==> src/rtl/bp_ctrl_pkg.sv <==
// Shared types and default sizing for the belief-propagation iteration controller.
package bp_ctrl_pkg;

   localparam int ITER_W          = 4;
   localparam int MAX_ITER_DEF    = 10;
   localparam int LOAD_CYCLES_DEF = 16;
   localparam int ADDR_W_DEF      = 4;

   typedef enum logic [3:0] {
      ST_IDLE,
      ST_LOAD,
      ST_VN_GO,
      ST_VN_WAIT,
      ST_CN_GO,
      ST_CN_WAIT,
      ST_SYN_GO,
      ST_SYN_WAIT,
      ST_FINISH
   } bp_state_e;

endpackage

==> src/rtl/bp_load_sequencer.sv <==
// Channel-LLR load sequencer: one write-enabled address per cycle, 0..LOAD_CYCLES-1.
module bp_load_sequencer #(
   parameter int LOAD_CYCLES = bp_ctrl_pkg::LOAD_CYCLES_DEF,
   parameter int ADDR_W      = bp_ctrl_pkg::ADDR_W_DEF
) (
   input  logic              clk,
   input  logic              reset_n,
   input  logic              start_i,
   input  logic              abort_i,
   output logic              load_en_o,
   output logic [ADDR_W-1:0] load_addr_o,
   output logic              last_o
);

   localparam logic [ADDR_W-1:0] LAST_ADDR = ADDR_W'(LOAD_CYCLES - 1);

   logic              load_en_q,   load_en_d;
   logic [ADDR_W-1:0] load_addr_q, load_addr_d;

   assign last_o = load_en_q && (load_addr_q == LAST_ADDR);

   // NOTE: every signal written here gets a default first, so no path leaves it unassigned (no latch).
   always_comb begin
      load_en_d   = load_en_q;
      load_addr_d = load_addr_q;
      if (start_i) begin
         load_en_d   = 1'b1;
         load_addr_d = '0;
      end else if (load_en_q) begin
         if (abort_i || last_o) begin
            load_en_d   = 1'b0;
            load_addr_d = '0;
         end else begin
            load_addr_d = load_addr_q + ADDR_W'(1);
         end
      end
   end

   // NOTE: state uses non-blocking assignments so all registers update together at the edge.
   always_ff @(posedge clk or negedge reset_n) begin
      if (!reset_n) begin
         load_en_q   <= 1'b0;
         load_addr_q <= '0;
      end else begin
         load_en_q   <= load_en_d;
         load_addr_q <= load_addr_d;
      end
   end

   assign load_en_o   = load_en_q;
   assign load_addr_o = load_addr_q;

endmodule

==> src/rtl/bp_iteration_controller.sv <==
// Belief-propagation decode sequencer: LLR load, then VN/CN/syndrome per iteration
// until the syndrome passes, the iteration limit is hit, or abort.
module bp_iteration_controller #(
   parameter int MAX_ITER    = bp_ctrl_pkg::MAX_ITER_DEF,
   parameter int ITER_W      = bp_ctrl_pkg::ITER_W,
   parameter int LOAD_CYCLES = bp_ctrl_pkg::LOAD_CYCLES_DEF,
   parameter int ADDR_W      = bp_ctrl_pkg::ADDR_W_DEF
) (
   input  logic              clk,
   input  logic              reset_n,
   input  logic              start,
   input  logic              abort,
   output logic              load_en,
   output logic [ADDR_W-1:0] load_addr,
   output logic              vn_start,
   input  logic              vn_done,
   output logic              cn_start,
   input  logic              cn_done,
   output logic              syn_start,
   input  logic              syn_done,
   input  logic              syn_ok,
   output logic              iter_clr,
   output logic              iter_inc,
   output logic [ITER_W-1:0] iter_count,
   output logic              busy,
   output logic              done,
   output logic              converged
);

   import bp_ctrl_pkg::*;

   bp_state_e         state_q, state_d;
   logic [ITER_W-1:0] iter_count_q, iter_count_d;
   logic              converged_q, converged_d;
   logic              iter_inc_d;
   logic              accept;
   logic              abort_hit;
   logic              load_last;

   logic vn_start_q, cn_start_q, syn_start_q;
   logic iter_clr_q, iter_inc_q, busy_q, done_q;

   bp_load_sequencer #(
      .LOAD_CYCLES (LOAD_CYCLES),
      .ADDR_W      (ADDR_W)
   ) u_load_seq (
      .clk         (clk),
      .reset_n     (reset_n),
      .start_i     (accept),
      .abort_i     (abort_hit),
      .load_en_o   (load_en),
      .load_addr_o (load_addr),
      .last_o      (load_last)
   );

   always_comb begin
      state_d      = state_q;
      iter_count_d = iter_count_q;
      converged_d  = converged_q;
      iter_inc_d   = 1'b0;
      accept       = 1'b0;
      abort_hit    = 1'b0;

      case (state_q)
         ST_IDLE: begin
            if (start) begin
               accept       = 1'b1;
               iter_count_d = '0;
               converged_d  = 1'b0;
               state_d      = ST_LOAD;
            end
         end
         ST_LOAD:     if (load_last) state_d = ST_VN_GO;
         ST_VN_GO:    state_d = ST_VN_WAIT;
         ST_VN_WAIT:  if (vn_done) state_d = ST_CN_GO;
         ST_CN_GO:    state_d = ST_CN_WAIT;
         ST_CN_WAIT:  if (cn_done) state_d = ST_SYN_GO;
         ST_SYN_GO:   state_d = ST_SYN_WAIT;
         ST_SYN_WAIT: begin
            if (syn_done) begin
               if (syn_ok) begin
                  converged_d = 1'b1;
                  state_d     = ST_FINISH;
               end else begin
                  iter_inc_d   = 1'b1;
                  iter_count_d = iter_count_q + ITER_W'(1);
                  state_d      = (iter_count_d == ITER_W'(MAX_ITER)) ? ST_FINISH : ST_VN_GO;
               end
            end
         end
         ST_FINISH:   state_d = ST_IDLE;
         default:     state_d = ST_IDLE;
      endcase

      // FINISH is already reporting the outcome, so abort there must not add a second done.
      if (abort && (state_q != ST_IDLE) && (state_q != ST_FINISH)) begin
         abort_hit    = 1'b1;
         state_d      = ST_IDLE;
         iter_count_d = iter_count_q;
         iter_inc_d   = 1'b0;
         converged_d  = 1'b0;
      end
   end

   // Outputs are registered from next-state so they line up with the state they describe.
   always_ff @(posedge clk or negedge reset_n) begin
      if (!reset_n) begin
         state_q      <= ST_IDLE;
         iter_count_q <= '0;
         converged_q  <= 1'b0;
         vn_start_q   <= 1'b0;
         cn_start_q   <= 1'b0;
         syn_start_q  <= 1'b0;
         iter_clr_q   <= 1'b0;
         iter_inc_q   <= 1'b0;
         busy_q       <= 1'b0;
         done_q       <= 1'b0;
      end else begin
         state_q      <= state_d;
         iter_count_q <= iter_count_d;
         converged_q  <= converged_d;
         vn_start_q   <= (state_d == ST_VN_GO);
         cn_start_q   <= (state_d == ST_CN_GO);
         syn_start_q  <= (state_d == ST_SYN_GO);
         iter_clr_q   <= accept;
         iter_inc_q   <= iter_inc_d;
         busy_q       <= (state_d != ST_IDLE);
         done_q       <= (state_d == ST_FINISH) || abort_hit;
      end
   end

   assign vn_start   = vn_start_q;
   assign cn_start   = cn_start_q;
   assign syn_start  = syn_start_q;
   assign iter_clr   = iter_clr_q;
   assign iter_inc   = iter_inc_q;
   assign iter_count = iter_count_q;
   assign busy       = busy_q;
   assign done       = done_q;
   assign converged  = converged_q;

endmodule

==> config.mk <==
export PLATFORM = sky130hd
export DESIGN_NAME = bp_iteration_controller
export DESIGN_NICKNAME = d
export VERILOG_FILES = /design/src/rtl/bp_ctrl_pkg.sv /design/src/rtl/bp_load_sequencer.sv /design/src/rtl/bp_iteration_controller.sv
export SDC_FILE = /design/constraint.sdc
export NUM_CORES = 1
export LEC_CHECK = 0
export CAP_MARGIN = 10
export CORE_ASPECT_RATIO = 1.4
export CORE_UTILIZATION = 60
export CTS_CLUSTER_DIAMETER = 200
export DETAILED_ROUTE_END_ITERATION = 10
export DONT_BUFFER_PORTS = 1
export GPL_TIMING_DRIVEN = 0
export HOLD_SLACK_MARGIN = 0.1
export PLACE_DENSITY_LB_ADDON = 0.08
export SLEW_MARGIN = 20
export SYNTH_ARGS = -nofsm -noshare
export SYNTH_HDL_FRONTEND = slang
export SYNTH_SLANG_ARGS = --single-unit
==> constraint.sdc <==
create_clock -name clk -period 3.35 [get_ports clk]
set_clock_uncertainty 0.15 [all_clocks]
set_input_delay 0.5025 -clock clk [delete_from_list [all_inputs] [get_ports clk]]
set_output_delay 0.5025 -clock clk [all_outputs]
set_load 0.01 [all_outputs]
==> summary.md <==
| Metric | Value |
|---|---|
| Cell count after synthesis | 119 |
| Core Region | 0.001802 mm^2 |
| Reg clk slew, reported paths | 120 ps |
| CP max FO | 8 |
| Outcome | completed |
| Yosys top cell area share | 44.82% |
| Synth top cells by count | dfrtp_1, nand3_1, nand2_1, o21ai_1 |
| First-pass iteration count of the detailed router | 4 |
| Syn Nets | 130 |
| Initial cell density of the core | 65.07% |
| Cts bufs inserted | 3 |
| Initial DRC count | 10 |
| Pwr Density | 649.4 mW/mm^2 |
| Share of layout cells above drive strength 1 | 12.10% |
| DIE HEIGHT | 54.30 um |
| Drc violations | 0 |
| Req. time, crit path | 3390 ps |
| EDFF count, synth | 0 |
| Worst vdd ir | 0.4435 mV |
| Drt wl/cell | 15.49 um |
| Slew Limit Headroom | 38.87% |
| Max Slew Vio Count | 0 |
| Residual overflow from global routing | 0 |
| Ys async rst share | 100.0% |
| Clock Latency Late Sink | 300 ps |
| Gpl congestion | 0.7122 |
| Synth cell types | 46 |
| Clock buffer depth | 2 |
| Syn Area/Cell | 9.852 um^2 |
| Clock Sinks | 21 |
| Crit start category | flip-flop |
| Sequential-to-total area share from yosys stat | 44.82% |
| Warnings from Yosys | 0 |
| Number of global-route vias before repair | 820 |
| Via count | 895 |
| Initial antenna violation count | 0 |
| Global-route wire length before repair | 3.415 mm |
| Final setup viols | 0 |
| Die width | 39.36 um |
| Crit path from | iter_count[0] |
| Leak pwr | 0.0005944 uW |
| # rows | 18 |
| Critical Path End | vn_start |
| # resized after CTS | 0 |
| Worst hold path class | primary input to flip-flop |
| DRT Wirelength | 2.230 mm |
| RR Endpoint | vn_start |
| Top-Level Pins | 25 |
| Hold WS | 230.8 ps |
| Critical setup path kind | flip-flop to flip-flop |
| Antenna diodes | 0 |
| Die area | 0.002137 mm^2 |
| Total power | 803.6 uW |
| PnR worst setup slack | 1021 ps |
| All-Layer GR Usage | 24.02% |
| Area growth syn-to-layout | 5.550% |
| Non-Filler Instances | 144 |
| Vias/cell | 6.215 |
| TritonCTS clock tree | done |
| Worst reg2reg path depth | 6 |
| Worst slew pin tran | 913.9 ps |
| Cell with the most instances after synthesis | dfrtp_1 |
| DP HPWL | 1.710 mm |
| Period minus WS final | 2329 ps |
| ANT nets after route | 0 |
| Total negative slack | 0 ps |
| Max-Cap Viols | 0 |
| CTS root buffer | clkbuf_4 |
| Endpoint type of the worst setup path | flip-flop |
| I/O Buffers | 0 |
| Seq cells post-synth | 21 |
| Hold Vio Cnt, Final | 0 |
| Setup WS pre-CTS | 1051 ps |
| Worst reg2reg setup slack | 1020 ps |
| Top post-synthesis cells by area | dfrtp_1, nand3_1, ha_1, o21ai_1, nand2_1 |
| Maximum clock rate | 429.3 MHz |
| Final worst-path cycle share | 69.54% |
| Cell taking the most area after synthesis | dfrtp_1 |
| Mapped Area | 0.001172 mm^2 |
| RSZ-0062 raised after global routing | false |
| Pin count of the biggest net entering global routing | 22 |
| Worst EP arrival | 2370 ps |
| Worst reg2reg startpoint | iter_count[0] |
| Top_reg_cell synth | dfrtp_1 |
| Nets | 136 |
| Placed Cells | 139 |
| # H-tree levels | 1 |
## where the power goes
part	switching (uW)	total, uW	internal [uW]
registers	58.0	358	300
logic	179	321	142
clock network	79.5	125	45.4
total	316	804	487
## state kept, by name, summed over array words and instances (netlist names)
register and flops:
done 1, cn_start 1, busy 1, u_load_seq.load_en_o 1
vn_start 1, iter_inc 1, syn_start 1, converged 1
iter_count 4, iter_clr 1, u_load_seq.load_addr_o 4, state_q 4
## final cells by class
| cell class | count | area (um^2) |
|---|---|---|
| well taps | 20 | 25.02 |
| multi-input cells | 86 | 575.6 |
| fillers | 164 | 564.3 |
| inverters | 8 | 42.54 |
| clock buffers | 3 | 22.52 |
| clock inverters | 1 | 7.507 |
| plain buffers | 4 | 28.78 |
| flip-flops and latches | 21 | 525.5 |
| repair buffers | 1 | 10.01 |
## cell families after synthesis
| group | count (synthesis) | synth area share, % |
|---|---|---|
| adder cells (fa/ha/maj) | 3 | 3.202 |
| multiplexers | 3 | 2.775 |
| XOR/XNOR | 1 | 0.7472 |
| buffers and inverters | 12 | 6.083 |
| AND/OR/NAND/NOR | 45 | 21.45 |
| AO/OA/AOI/OAI | 34 | 20.92 |
| flip-flops | 21 | 44.82 |
## worst max-delay path, cell delays in order, from the launching register on
cell and delay (ps):
dfrtp_1 510, ha_1 290, nand3_1 80, a21oi_1 50, o311ai_0 640, nand2_1 180, a2111oi_1 330
## repair_timing
action / CTS / global route
hold buffers: 1 / 0
endpoints found under the hold margin: 21 / 0
buffers inserted: 0 / 0
## layer usage
layer / GRT usage (%) / share of wire, % / vias up
met5: 0 / 0 / -
met4: 10.34 / 1.7 / 0
met2: 42.22 / 54 / 18
li1: - / - / 445
met1: 27.32 / 41 / 428
met3: 5.285 / 3.4 / 4
## metrics by stage
stage               area, um^2  util (%)
floorplan                 1172         -
global placement          1197     66.46
detailed placement        1197     66.46
CTS                       1237     68.68
global route              1237     68.68
finish                    1237     68.68
## worst min path at each step
stage | start | to | slack, ps | cells past startpoint
3_3_place_gp | reset_n | vn_start | 60 | 0
6_report | abort | done | 230 | 2
5_1_grt | abort | done | 240 | 2
2_1_floorplan | reset_n | busy | 60 | 0
4_1_cts | abort | done | 220 | 2
3_5_place_dp | reset_n | busy | 60 | 0
## cell usage in the layout, fill, tap and decap left out, types with 2 or more instances in the layout
master	n
ha_1	3
dfrtp_1	21
a2111oi_1	2
a21o_1	3
nand2_1	9
nor2b_1	3
and2_1	2
buf_2	2
clkbuf_4	3
nor2_1	6
o21ai_1	7
nand3_1	10
a22o_1	2
o21bai_1	2
nor3_1	4
mux2_2	2
a22oi_1	2
inv_1	6
a21oi_1	5
No activity file was read; power rests on OpenSTA's default activity.
